===== src/rtl/aes_byte_loader.sv =====
// aes_byte_loader: byte-serial loader for the AES input block and key.
// Bytes arrive MSB first; the key is right-aligned in a 256-bit field.
module aes_byte_loader (
  input  logic         clk,
  input  logic         rst_n,
  input  logic [1:0]   key_size,
  input  logic         start,
  input  logic [7:0]   in_byte,
  input  logic         in_valid,
  output logic         in_ready,
  output logic [127:0] state_out,
  output logic [255:0] key_out,
  output logic [3:0]   nk_out,
  output logic         busy,
  output logic         loaded,
  output logic         done,
  output logic         err
);

  typedef enum logic [1:0] {
    IDLE,
    LOAD_STATE,
    LOAD_KEY,
    DONE
  } st_e;

  st_e          st_q;
  logic [127:0] state_q;
  logic [255:0] key_q;
  logic [3:0]   nk_q;
  logic [4:0]   cnt_q;
  logic         loaded_q;
  logic         done_q;
  logic         err_q;

  logic [3:0]   nk_d;
  logic         rsv_d;
  logic         xfer;
  logic         state_last;
  logic         key_last;
  logic [5:0]   key_bytes;

  // Decode the requested key length into nk; 11 is reserved.
  always_comb begin
    nk_d  = 4'd4;
    rsv_d = 1'b0;
    unique case (1'b1)
      (key_size == 2'b00): nk_d = 4'd4;
      (key_size == 2'b01): nk_d = 4'd6;
      (key_size == 2'b10): nk_d = 4'd8;
      default:             rsv_d = 1'b1;
    endcase
  end

  assign in_ready = (st_q == LOAD_STATE) || (st_q == LOAD_KEY);
  assign busy     = in_ready;
  assign xfer     = in_valid && in_ready;

  assign key_bytes  = {nk_q, 2'b00};
  assign state_last = (cnt_q == 5'd15);
  assign key_last   = ({1'b0, cnt_q} == (key_bytes - 6'd1));

  // Load sequencer: owns every registered output.
  always_ff @(posedge clk) begin
    if (!rst_n) begin
      st_q     <= IDLE;
      state_q  <= '0;
      key_q    <= '0;
      nk_q     <= 4'd4;
      cnt_q    <= '0;
      loaded_q <= 1'b0;
      done_q   <= 1'b0;
      err_q    <= 1'b0;
    end else begin
      done_q <= 1'b0;
      err_q  <= 1'b0;
      unique case (st_q)
        IDLE: begin
          if (start) begin
            if (rsv_d) begin
              err_q <= 1'b1;
            end else begin
              nk_q     <= nk_d;
              state_q  <= '0;
              key_q    <= '0;
              loaded_q <= 1'b0;
              cnt_q    <= '0;
              st_q     <= LOAD_STATE;
            end
          end
        end
        LOAD_STATE: begin
          if (xfer) begin
            state_q <= {state_q[119:0], in_byte};
            if (state_last) begin
              cnt_q <= '0;
              st_q  <= LOAD_KEY;
            end else begin
              cnt_q <= cnt_q + 5'd1;
            end
          end
        end
        LOAD_KEY: begin
          if (xfer) begin
            key_q <= {key_q[247:0], in_byte};
            if (key_last) begin
              cnt_q    <= '0;
              done_q   <= 1'b1;
              loaded_q <= 1'b1;
              st_q     <= DONE;
            end else begin
              cnt_q <= cnt_q + 5'd1;
            end
          end
        end
        DONE: begin
          st_q <= IDLE;
        end
        default: begin
          st_q <= IDLE;
        end
      endcase
    end
  end

  assign state_out = state_q;
  assign key_out   = key_q;
  assign nk_out    = nk_q;
  assign loaded    = loaded_q;
  assign done      = done_q;
  assign err       = err_q;

endmodule


===== config.mk =====
export PLATFORM = sky130hd
export DESIGN_NAME = aes_byte_loader
export DESIGN_NICKNAME = d
export VERILOG_FILES = /design/src/rtl/aes_byte_loader.sv
export SDC_FILE = /design/constraint.sdc
export NUM_CORES = 1
export LEC_CHECK = 0
export BUFFER_PORTS_ARGS = -buffer_cell sky130_fd_sc_hd__buf_2
export CORE_ASPECT_RATIO = 1.2
export CORE_MARGIN = 8
export CORE_UTILIZATION = 56
export DETAILED_ROUTE_END_ITERATION = 16
export PLACE_DENSITY_LB_ADDON = 0.05
export SYNTH_ARGS = -nofsm -noshare
export SYNTH_HDL_FRONTEND = slang
export SYNTH_SLANG_ARGS = --single-unit

===== constraint.sdc =====
create_clock -name clk -period 4.9 [get_ports clk]
set_input_delay 0.735 -clock clk [delete_from_list [all_inputs] [get_ports clk]]
set_output_delay 0.735 -clock clk [all_outputs]
set_load 0.02 [all_outputs]

==> impl_metrics.tcl <==
set metrics [dict create \
    cpMaxStageDelayCell "a22oi_2" \
    final_nets 2116 \
    cts_buffer_depth 3 \
    syn_area_um2 14200 \
    cts_buffers 38 \
    path_clk_slew_ns 0.06 \
    final_util_pct 69.2 \
    dieArea_um2 30700 \
    hold_violations 0 \
    grt_setup_unrepaired "no" \
    period_minus_slack_ns 2.98 \
    grt_max_degree 257 \
    wire_per_inst_um 17.0 \
    nFillCells 2203 \
    initial_core_util_pct 56.2 \
    ys.flop_type "dfxtp_1" \
    pwr-share-seq_pct 38.3 \
    ys.warnings.count 0 \
    synth_edf_count 0 \
    combPwrFrac_pct 27.8 \
    hold_class "register to register" \
    async_reset_ff_share_pct 0 \
    path_cells "inv_1 -> ha_1 -> nand3_1 -> a22oi_2 -> buf_4 -> nand2_1 -> a21oi_1" \
    yosysTopAreaCell "dfxtp_1" \
    grt_pass1_wl_um 64200 \
    vias 13200 \
    status "finished, final reports clean" \
    fmax_ghz 0.335 \
    drv_slew 0 \
    clockPowerShare_pct 33.9 \
    final.setup.tns_ns 0 \
    first_iter_violations 1109 \
    postCtsHoldBufs 0 \
    die_h_um 190 \
    grt-ovfl-total 0 \
    die_w_um 161 \
    syn-instance-count 1780 \
    placed_area_um2 16200 \
    end_kind "register" \
    dpl.hpwl_um 28200 \
    synth_top_area_share_pct 56.0 \
    power.switching_mw 3.31 \
    p_per_area_nw_per_um2 499 \
    num_rows 64 \
    antenna_found_initial 5 \
    grt_pass1_vias 12100 \
    cp_data_required_time_ns 5.32 \
    numPortBuffers 405 \
    antenna_left 0 \
    stdcell_area_um2 17500 \
    crit_path_max_incr_delay_ns 0.88 \
    critPathKind "register to register" \
    p_int_mw 5.39 \
    crit_fanout 35 \
    synth.area.top_cells "dfxtp_1 (56%), nand2_1 (17%), a21oi_1 (14%)" \
    viasPerCell 5.37 \
    cts_sinks 397 \
    area_delta_synth_final_pct 23.0 \
    drive_gt1_share_pct 23.2 \
    syn_avg_cell_area_um2 7.97 \
    drv_cap 0 \
    ys_ff_latch 397 \
    cts_setup_buffers 0 \
    post_cts_resized 0 \
    setup_violations 0 \
    synth_common_cells "nand2_1 (644), dfxtp_1 (397), a21oi_1 (390), nand3_1 (134), buf_2 (97)" \
    drc 0 \
    worst_pin_slew_ns 1.22 \
    yosysMostFrequentCell "nand2_1" \
    htree_num_levels 2 \
    num_io_pins 407 \
    grt_use_total_pct 25.3 \
    switching_share_pct 38.0 \
    synthesis.nets 1802 \
    drtPass1Iterations 5 \
    drt_wl_total_um 41800 \
    relSlewSlack_pct 18.7 \
    cp_top_family "compound AO/OA/AOI/OAI gates" \
    cts_tree "yes" \
    max-vdd-ir-drop_mv 0.370 \
    ys_types 39 \
    finalClockSkew_ns 0.00801 \
    ys_seq_area_share_pct 56.0 \
    gp_congestion 0.847 \
    fin_crit_sh_pct 60.9 \
    leakage_nw 7.05 \
    root_buffer "clkbuf_16" \
    path_buf_inv 2 \
    arrival_ns 3.41 \
    worstSetupStartpointType "register" \
    clock_latency_ns 0.51 \
    total_power_mw 8.70 \
    core_area_um2 25200 \
]
## routing by layer
metal	global-route usage (%)	share of wire [%]	vias up
met5	0	0.055	-
li1	-	-	6480
met4	9.88	3.6	4
met3	7.56	8.8	84
met2	41.1	48	471
met1	31.1	40	6158
## power groups by stage
stage	Clock (mW)	Combinational (mW)	Sequential, mW
6_report	2.95	2.42	3.33
5_1_grt	3.13	2.65	3.34
4_1_cts	3.00	2.41	3.33
3_5_place_dp	0	2.40	3.40
3_3_place_gp	0	2.42	3.40
2_1_floorplan	0	1.90	3.44
## through the flow
stage	hold slack [ns]	setup slack [ns]	instances
after global placement	0.438	2.04	2384
after CTS	0.443	1.91	2453
final	0.450	1.92	2456
after detailed placement	0.444	1.94	2384
after floorplan	0.467	2.85	1780
after global routing	0.455	1.65	2456
## layout by cell type, fill, tap and decap left out, types with 4 or more instances in the layout
cell	synthesis	layout
buf_2	97	405
buf_4	2	11
clkinv_2	0	10
o2111ai_1	5	5
clkbuf_16	0	41
dfxtp_1	397	397
clkbuf_1	42	6
clkbuf_8	0	10
nor3_1	4	4
nor2_1	7	7
nand2_1	644	644
nand3_1	134	134
inv_1	11	11
buf_12	0	5
a21oi_1	390	390
ha_1	8	7
## flip-flops by register name, indices dropped and copies added, names as in the netlist
name and count:
nk_out 3, st_q 2, loaded 1, err 1
done 1, cnt_q 5, state_out 128, key_out 256
## cells by family after synthesis
kind of cell	after synthesis	synth area share, %
simple gates	797	22.5
compound gates	414	15.4
xor+xnor	3	0.185
mux	1	0.0706
flops	397	56.0
buf+inv	159	5.12
other cells	1	0.0264
fa+ha+maj	8	0.706
## cell type report
cell class | instances | area, µm² | area share (%)
inverters | 12 | 47.5 | 0.272
diodes | 3 | 7.51 | 0.0430
multi-input cells | 1224 | 5560 | 31.8
clock buffers | 57 | 1190 | 6.80
repair buffers | 421 | 2210 | 12.7
clock inverters | 12 | 87.6 | 0.502
flip-flops and latches | 397 | 7950 | 45.5
well taps | 330 | 413 | 2.37
## tightest hold or removal path, stage by stage (launching register included)
cell and delay [ns]:
dfxtp_1 0.31, nand2_1 0.05, a21oi_1 0.05
## worst paths after layout
check | from | endpoint | slack, ns | depth (start not counted)
worst max-delay path | st_q[0] | key_out[65] | 1.92 | 7
worst min-delay path | state_out[123] | state_out[123] | 0.45 | 2
worst max register to register | st_q[0] | key_out[65] | 1.92 | 7
worst min register to register | state_out[123] | state_out[123] | 0.45 | 2
(Power assumes the default switching activity.)
